`config.mk`:
```
export PLATFORM = sky130hd
export DESIGN_NAME = dna_reader
export DESIGN_NICKNAME = d
export VERILOG_FILES = /design/src/rtl/dna_reader.sv
export SDC_FILE = /design/constraint.sdc
export NUM_CORES = 1
export LEC_CHECK = 0
export CORE_ASPECT_RATIO = 1.75
export CORE_MARGIN = 1.5
export CORE_UTILIZATION = 55
export CTS_BUF_LIST = sky130_fd_sc_hd__clkbuf_8
export DETAILED_ROUTE_END_ITERATION = 16
export HOLD_SLACK_MARGIN = 0.08
export PLACE_DENSITY = 0.8
export SLEW_MARGIN = 20
export SYNTH_ARGS = -nofsm -noshare
export SYNTH_HDL_FRONTEND = slang
export SYNTH_SLANG_ARGS = --single-unit
```
`constraint.sdc`:
```
create_clock -name clk -period 3.6 [get_ports clk]
set_clock_uncertainty 0.15 [all_clocks]
set_input_delay 0.72 -clock clk [delete_from_list [all_inputs] [get_ports clk]]
set_output_delay 0.72 -clock clk [all_outputs]
set_load 0.05 [all_outputs]
```
`src/rtl/dna_reader.sv`:
```
// Reads the serial device-DNA primitive once after reset (and on request) and presents it as a parallel word.
// Optional rollover check: define DNA_ROLLOVER_CHECK_EN.
module dna_reader #(
  parameter int DNA_WIDTH      = 57,
  parameter bit START_ON_RESET = 1'b1
) (
  input  logic                 clk,
  input  logic                 reset,
  input  logic                 start,
  input  logic                 dna_dout,
  output logic                 dna_read,
  output logic                 dna_shift,
  output logic                 dna_din,
  output logic                 busy,
  output logic                 dna_valid,
  output logic [DNA_WIDTH-1:0] dna_value,
  output logic                 dna_error
);

  localparam logic [2:0] S_IDLE  = 3'd0;
  localparam logic [2:0] S_LOAD  = 3'd1;
  localparam logic [2:0] S_SHIFT = 3'd2;
  localparam logic [2:0] S_DONE  = 3'd4;
  localparam logic [5:0] LAST    = 6'(DNA_WIDTH - 1);

  logic [2:0]           state;
  logic                 pending;
  logic [5:0]           bit_cnt;
  // The final bit goes straight into dna_value, so sr only needs W-1 bits.
  logic [DNA_WIDTH-2:0] sr;

`ifdef DNA_ROLLOVER_CHECK_EN
  localparam logic [2:0] S_VERIFY = 3'd3;

  logic       mismatch;
  logic [5:0] vidx;
  logic       bit_bad;

  assign vidx    = LAST - bit_cnt;
  assign bit_bad = (dna_dout != dna_value[vidx]);
  // Loop DOUT back into DIN so the primitive rotates back to the original DNA.
  assign dna_din = (state == S_SHIFT || state == S_VERIFY) ? dna_dout : 1'b0;
`else
  assign dna_din   = 1'b0;
  assign dna_error = 1'b0;
`endif

  always_ff @(posedge clk) begin
    if (reset) begin
      state     <= S_IDLE;
      pending   <= START_ON_RESET;
      bit_cnt   <= '0;
      sr        <= '0;
      dna_read  <= 1'b0;
      dna_shift <= 1'b0;
      busy      <= 1'b0;
      dna_valid <= 1'b0;
      dna_value <= '0;
`ifdef DNA_ROLLOVER_CHECK_EN
      mismatch  <= 1'b0;
      dna_error <= 1'b0;
`endif
    end else begin
      case (state)
        S_IDLE, S_DONE: begin
          if (pending || start) begin
            state     <= S_LOAD;
            pending   <= 1'b0;
            dna_valid <= 1'b0;
            dna_value <= '0;
            busy      <= 1'b1;
            dna_read  <= 1'b1;
`ifdef DNA_ROLLOVER_CHECK_EN
            dna_error <= 1'b0;
`endif
          end
        end
        S_LOAD: begin
          state     <= S_SHIFT;
          dna_read  <= 1'b0;
          dna_shift <= 1'b1;
          bit_cnt   <= '0;
        end
        S_SHIFT: begin
          sr      <= {sr[DNA_WIDTH-3:0], dna_dout};
          bit_cnt <= bit_cnt + 6'd1;
          if (bit_cnt == LAST) begin
            dna_value <= {sr, dna_dout};
`ifdef DNA_ROLLOVER_CHECK_EN
            state     <= S_VERIFY;
            bit_cnt   <= '0;
            mismatch  <= 1'b0;
`else
            state     <= S_DONE;
            dna_shift <= 1'b0;
            busy      <= 1'b0;
            dna_valid <= 1'b1;
`endif
          end
        end
`ifdef DNA_ROLLOVER_CHECK_EN
        S_VERIFY: begin
          bit_cnt  <= bit_cnt + 6'd1;
          mismatch <= mismatch | bit_bad;
          if (bit_cnt == LAST) begin
            state     <= S_DONE;
            dna_shift <= 1'b0;
            busy      <= 1'b0;
            dna_error <= mismatch | bit_bad;
            dna_valid <= !(mismatch | bit_bad);
          end
        end
`endif
        default: state <= S_IDLE;
      endcase
    end
  end

endmodule

```
==> results.md, run 1 <==
* Overall routing resource usage at 25.9%
* Mapped Cells at 707
* Min Clock Period, post-route at 2.51 ns
* Routed Antenna Nets at 0
* Initial antenna violation count at 0
* Run status: completed
* Worst VDD drop at 0.273 mV
* Hpwl dp at 7730 um
* Drt first pass iters at 6
* Core footprint at 9970 um^2
* Drt initial violations at 402
* Post-synth top flop: dfxtp_1
* First-pass GRT wire length at 22700 um
* Fillers at 863
* Num CTS Buffers at 17
* FP Rows at 48
* Clock tree from TritonCTS: done
* Synth cell types at 34
* Maxcap violations at 0
* Top delay family on crit path: buffers and inverters
* Drc violations at 0
* RSZ-0062 raised after global routing: false
* Sequential fraction of the synthesis area at 44.8%
* Top cells by count, synth: 127 x dfxtp_1, 118 x nand2_1, 66 x a21oi_1, 62 x clkbuf_1, 61 x inv_1
* # setup viols final at 0
* Final Cycle Share at 69.8%
* Kind of critical path: register to output port
* Most frequent cell after synthesis: dfxtp_1
* Asr flop ratio synth at 0%
* Worst Setup EP: dna_value[25]
* Worst Path Required at 2.73 ns
* I/O pin total at 67
* Vias at 5221
* GPL Wtd Cong at 0.734
* R2R Setup Slk at 1.30 ns
* Hold WC Path Type: register to register
* EDFF count, synth at 0
* Critical path buffers and inverters at 1
* Area of the mapped netlist at 5670 um^2
* Critical Path Stages at 1
* Fmax at 0.398 GHz
* Synth warn at 0
* Reg2reg start: bit_cnt[0]$_SDFFE_PP0P_
* Rel. slew slack at 43.3%
* Clock transition at the registers of the reported paths at 0.07 ns
* Die Y at 137 um
* Share of layout cells above drive strength 1 at 6.76%
* Fin. max-slew vios at 0
* Crit-path max FO at 2
* Cell accounting for the most synthesized area: dfxtp_1
* Cell Pwr Density at 431 nW/um^2
* Slowest-stage cell, CP: clkdlybuf4s50_1
* Synth top area cells: dfxtp_1 45%, nand2_1 7.8%, o211ai_1 7.7%
* Setup tns final at 0 ns
* Measured slew at the worst slew-check pin at 0.846 ns
* Vias in the first global route at 5205
* Port Buffers at 64
* Total wire length at 13500 um
* CTS Buffer Depth at 2
* Leak at 0.00204 uW
* #FFs+latches synth at 127
* Worst path cell trace: clkdlybuf4s50_1
* Global route overflow at 0
* Worst setup path start: dna_value[25]$_SDFFE_PP0P_
* Reg-to-reg endpoint: state[2]$_SDFFE_PP0P_
* Startpoint Class: register
* Via density at 6.04
* Pwr Total at 2880 uW
* Clock Latency Late Sink at 0.43 ns
* TritonCTS Sinks at 127
* Post-synth top area share at 44.8%
* Htree depth at 4
* Starting density of the core at 56.9%
* # diodes at 0
* CP Capture Type: output port
* Post-cts sizing count at 0
* Hold Worst Slack at 0.315 ns
* Hold Vio Cnt, Final at 0
* Final Net Count at 734
* Pin count of the biggest net entering global routing at 80
* Worst R2R Path Depth at 6
* Routed len/inst at 15.7 um
* Syn_area_per_cell at 8.02 um^2
* Die area at 11000 um^2
* Area grow syn2layout at 17.8%
* # Post-CTS Setup Buffers at 0
* Hold_buf cts at 0
* Worst Path Arrival at 1.64 ns
* Die width at 79.8 um
* CP peak stage delay at 0.83 ns
* Root Driver: clkbuf_8
-- power by group --
group,switching (uW),internal (uW),total [uW]
clock,529,692,1220
combinational,184,46.3,231
sequential,11.4,1420,1430
total,725,2150,2880
-- metal layers --
layer / global-route usage (%) / wire length (um) / up-vias / share of wire [%]
li1: - / - / 2512 / -
met1: 27.5 / 5320 / 2506 / 39
met2: 47.7 / 7350 / 186 / 54
met3: 6.09 / 689 / 17 / 5.1
met4: 11.7 / 194 / 0 / 1.4
met5: 0 / 0 / - / 0
-- registers in the layout, summed over array words and instances, names as in the netlist --
signal     flops
state          3
dna_valid      1
dna_shift      1
pending        1
busy           1
dna_read       1
dna_value     57
sr            56
bit_cnt        6
-- kinds of logic after synthesis --
kind of cell	after synthesis	share of synthesized area, %
compound gates	248	28.6
fa+ha+maj	2	0.441
buf+inv	135	9.55
flops	127	44.8
mux	1	0.176
other cells	1	0.0661
simple gates	193	16.3
-- cells in the final DEF (no fill, tap or decap), types with 3 or more instances in the layout --
cell             instances
dfxtp_1                126
inv_1                   64
clkbuf_8                22
nand3_1                  3
buf_4                    9
a21oi_1                 66
clkinv_2                 4
o21ai_0                 59
o311ai_1                37
o211ai_1                58
buf_12                   3
clkdlybuf4s50_1         63
nor2b_1                 57
o311ai_0                22
nand2_1                118
-- worst reg2reg max path: cells and delay by family (launching register included) --
| family | cells | cell delay [ns] |
|---|---|---|
| simple gates | 2 | 0.83 |
| buf+inv | 2 | 0.45 |
| flops | 1 | 0.34 |
| compound gates | 1 | 0.26 |
| fa+ha+maj | 1 | 0.16 |
-- metrics by stage --
| step | instance area [um^2] | utilization, % | cells | worst slack, ns |
|---|---|---|---|---|
| 6_report | 6680 | 67.0 | 865 | 1.09 |
| 5_1_grt | 6680 | 67.0 | 865 | 1.04 |
| 4_1_cts | 6680 | 67.0 | 865 | 1.07 |
| 3_5_place_dp | 6290 | 63.1 | 834 | 1.23 |
| 3_3_place_gp | 6290 | 63.1 | 834 | 1.32 |
| 2_1_floorplan | 5680 | - | 708 | 1.66 |
-- layout make-up --
type	instances	area, um^2	share of cell area [%]
inverters	61	229	3.43
clock buffers	22	303	4.53
flip-flops and latches	127	2540	38.1
clock inverters	9	91.3	1.37
multi-input cells	446	2600	38.9
repair buffers	75	758	11.3
well taps	125	156	2.34
-- worst min path at each step --
stage                                      from                    end  slack, ns  depth (start not counted)
after floorplan             sr[55]$_SDFFE_PP0N_    sr[55]$_SDFFE_PP0N_       0.29                          2
after global placement    dna_read$_SDFFE_PP0P_  dna_read$_SDFFE_PP0P_       0.30                          2
after detailed placement    sr[36]$_SDFFE_PP0N_    sr[37]$_SDFFE_PP0N_       0.31                          2
after CTS                   sr[22]$_SDFFE_PP0N_    sr[23]$_SDFFE_PP0N_       0.32                          2
after global routing        sr[28]$_SDFFE_PP0N_    sr[29]$_SDFFE_PP0N_       0.34                          2
final                       sr[15]$_SDFFE_PP0N_    sr[16]$_SDFFE_PP0N_       0.32                          2
Power figures use the tool's default switching activity.
==> inputs of run 2 (changes only) <==
--- a/config.mk
+++ b/config.mk
@@ -7,11 +7,11 @@
 export LEC_CHECK = 0
 export CORE_ASPECT_RATIO = 1.75
 export CORE_MARGIN = 1.5
-export CORE_UTILIZATION = 55
+export CORE_UTILIZATION = 52
 export CTS_BUF_LIST = sky130_fd_sc_hd__clkbuf_8
 export DETAILED_ROUTE_END_ITERATION = 16
 export HOLD_SLACK_MARGIN = 0.08
-export PLACE_DENSITY = 0.8
+export PLACE_DENSITY = 0.79
 export SLEW_MARGIN = 20
 export SYNTH_ARGS = -nofsm -noshare
 export SYNTH_HDL_FRONTEND = slang
==> constraint.sdc (replaced) <==
create_clock -name clk -period 2.07 [get_ports clk]
set_clock_uncertainty 0.15 [all_clocks]
set_input_delay 0.414 -clock clk [delete_from_list [all_inputs] [get_ports clk]]
set_output_delay 0.414 -clock clk [all_outputs]
set_load 0.05 [all_outputs]
==> run 2 against run 1 <==
Register-to-register slack worse by 1.2 ns. Critical path type is now register to register. Via count up 0.56%. Largest cell class unchanged. Combinational power up 92%.
==> results.md, run 2 (synthesized netlist as in run 1, its figures left out) <==
* Run status: completed
* Hold Vio Cnt, Final at 0
* Drt first pass iters at 7
* Worst path cell trace: inv_1 > ha_1 > nand4_2 > buf_4 > or4b_2 > a211oi_1
* Fin. max-slew vios at 0
* Total wire length at 13900 um
* Root Driver: clkbuf_8
* Crit-path max FO at 10
* Most common cell after layout, fill and taps aside: dfxtp_1
* CP peak stage delay at 0.63 ns
* Final Cycle Share at 96.6%
* Share of layout cells above drive strength 1 at 11.1%
* Fmax at 0.500 GHz
* Port Buffers at 64
* # Post-CTS Setup Buffers at 0
* Clock tree from TritonCTS: done
* Via density at 5.94
* Clock transition at the registers of the reported paths at 0.08 ns
* Measured slew at the worst slew-check pin at 0.691 ns
* Worst setup path start: bit_cnt[0]$_SDFFE_PP0P_
* Reg-to-reg endpoint: state[2]$_SDFFE_PP0P_
* Vias at 5250
* Vias in the first global route at 4980
* Rel. slew slack at 53.9%
* Area grow syn2layout at 20.7%
* Final Core Density at 64.4%
* Die width at 82.0 um
* Worst Hold Depth at 2
* CTS Buffer Depth at 2
* Cell Pwr Density at 756 nW/um^2
* Min Clock Period, post-route at 2.00 ns
* Hold path startpoint: reset
* Routed Antenna Nets at 0
* Hold WC Path Type: input pin to register
* Core footprint at 10600 um^2
* Slowest-stage cell, CP: or4b_2
* Largest regs: dna_value x57, sr x56, bit_cnt x6
* Overall routing resource usage at 25.2%
* Worst Path Arrival at 2.20 ns
* Drt initial violations at 327
* Initial antenna violation count at 0
* Routed len/inst at 15.8 um
* FP Rows at 50
* Clock Latency Late Sink at 0.44 ns
* First-pass GRT wire length at 23000 um
* Leak at 0.00241 uW
* Num CTS Buffers at 17
* Most frequent cells in the layout: 126 x dfxtp_1, 118 x nand2_1, 66 x a21oi_1, 61 x inv_1, 59 x o21ai_0
* RSZ-0062 raised after global routing: true
* GPL Wtd Cong at 0.821
* R2R Setup Slk at 0.07 ns
* Htree depth at 4
* Critical path buffers and inverters at 2
* Hold Worst Slack at 0.283 ns
* # diodes at 0
* TritonCTS Sinks at 127
* Worst R2R Path Depth at 6
* CP Capture Type: register
* Worst Path Required at 2.28 ns
* Starting density of the core at 53.3%
* Hpwl dp at 8430 um
* Pwr Total at 5170 uW
* Drc violations at 0
* Die area at 11600 um^2
* Worst VDD drop at 0.515 mV
* Max FFs per register at 57
* Global route overflow at 0
* I/O pin total at 67
* Top reg by flops: dna_value
* Kind of critical path: register to register
* Final Net Count at 747
* Startpoint Class: register
* # setup viols final at 0
* Maxcap violations at 0
* Hold Path End: sr[4]$_SDFFE_PP0N_
* Critical Path Stages at 6
* Die Y at 141 um
* Reg2reg start: bit_cnt[0]$_SDFFE_PP0P_
* Pin count of the biggest net entering global routing at 70
* Top delay family on crit path: simple AND/OR/NAND/NOR gates
[run 2: cell count changes in the layout (fill, tap and decap cells not counted), moves of 5 or more]
| cell | before | now |
|---|---|---|
| o311ai_0 | 22 | 6 |
| buf_4 | 9 | 26 |
| clkbuf_8 | 22 | 17 |
| dlygate4sd2_1 | 0 | 51 |
| clkinv_4 | 0 | 5 |
| o311ai_1 | 37 | 46 |
| buf_12 | 3 | 8 |
| clkdlybuf4s50_1 | 63 | 2 |
| o311ai_2 | 0 | 7 |
[run 2: repair_timing]
| action | in CTS | in global routing |
|---|---|---|
| hold buffers | 0 | 0 |
| gates cloned | 0 | 0 |
| gates resized for setup | 52 | 24 |
| endpoints found under the setup margin | 52 | 32 |
[run 2: through the flow]
stage | setup WS (ns) | std cells | TNS (ns) | cell area [um^2]
after global placement | 0.132 | 852 | 0 | 6430
after detailed placement | -0.0212 | 852 | -0.0212 | 6430
final | 0.0714 | 884 | 0 | 6850
after global routing | -0.0296 | 884 | -0.0658 | 6850
after floorplan | 0.158 | 708 | 0 | 5680
after CTS | 0.0257 | 884 | 0 | 6790
[run 2: per-layer routing]
layer | routed length [um] | track usage, % | vias to the layer above
li1 | - | - | 2544
met1 | 5780 | 28.2 | 2510
met2 | 7220 | 44.4 | 172
met3 | 674 | 5.63 | 24
met4 | 269 | 10.7 | 0
met5 | 0 | 0 | -
[run 2: area by class of cell]
cell class,instances,area [um^2]
fillers,929,3790
multi-input cells,446,2660
flip-flops and latches,127,2540
repair buffers,88,837
clock buffers,17,234
inverters,61,229
clock inverters,15,185
well taps,130,163
[run 2: how the worst max path moves through the flow]
stage                                      end  slack (ns)
floorplan            dna_value[0]$_SDFFE_PP0P_        0.16
global placement    dna_value[27]$_SDFFE_PP0P_        0.13
detailed placement  dna_value[17]$_SDFFE_PP0P_       -0.02
CTS                 dna_value[21]$_SDFFE_PP0P_        0.03
global route             state[2]$_SDFFE_PP0P_       -0.03
finish                   state[2]$_SDFFE_PP0P_        0.07
[run 2: where the power goes]
part / internal (uW) / leakage, uW / switching [uW]
logic: 111 / 0.00118 / 332
clock network: 1200 / 0.000207 / 1040
registers: 2460 / 0.00102 / 19.7
total: 3780 / 0.00241 / 1400
[run 2: worst reg2reg max path, cell delays in order (launching register included)]
cell	delay, ns
dfxtp_1	0.34
inv_1	0.09
ha_1	0.16
nand4_2	0.13
buf_4	0.20
or4b_2	0.63
a211oi_1	0.23
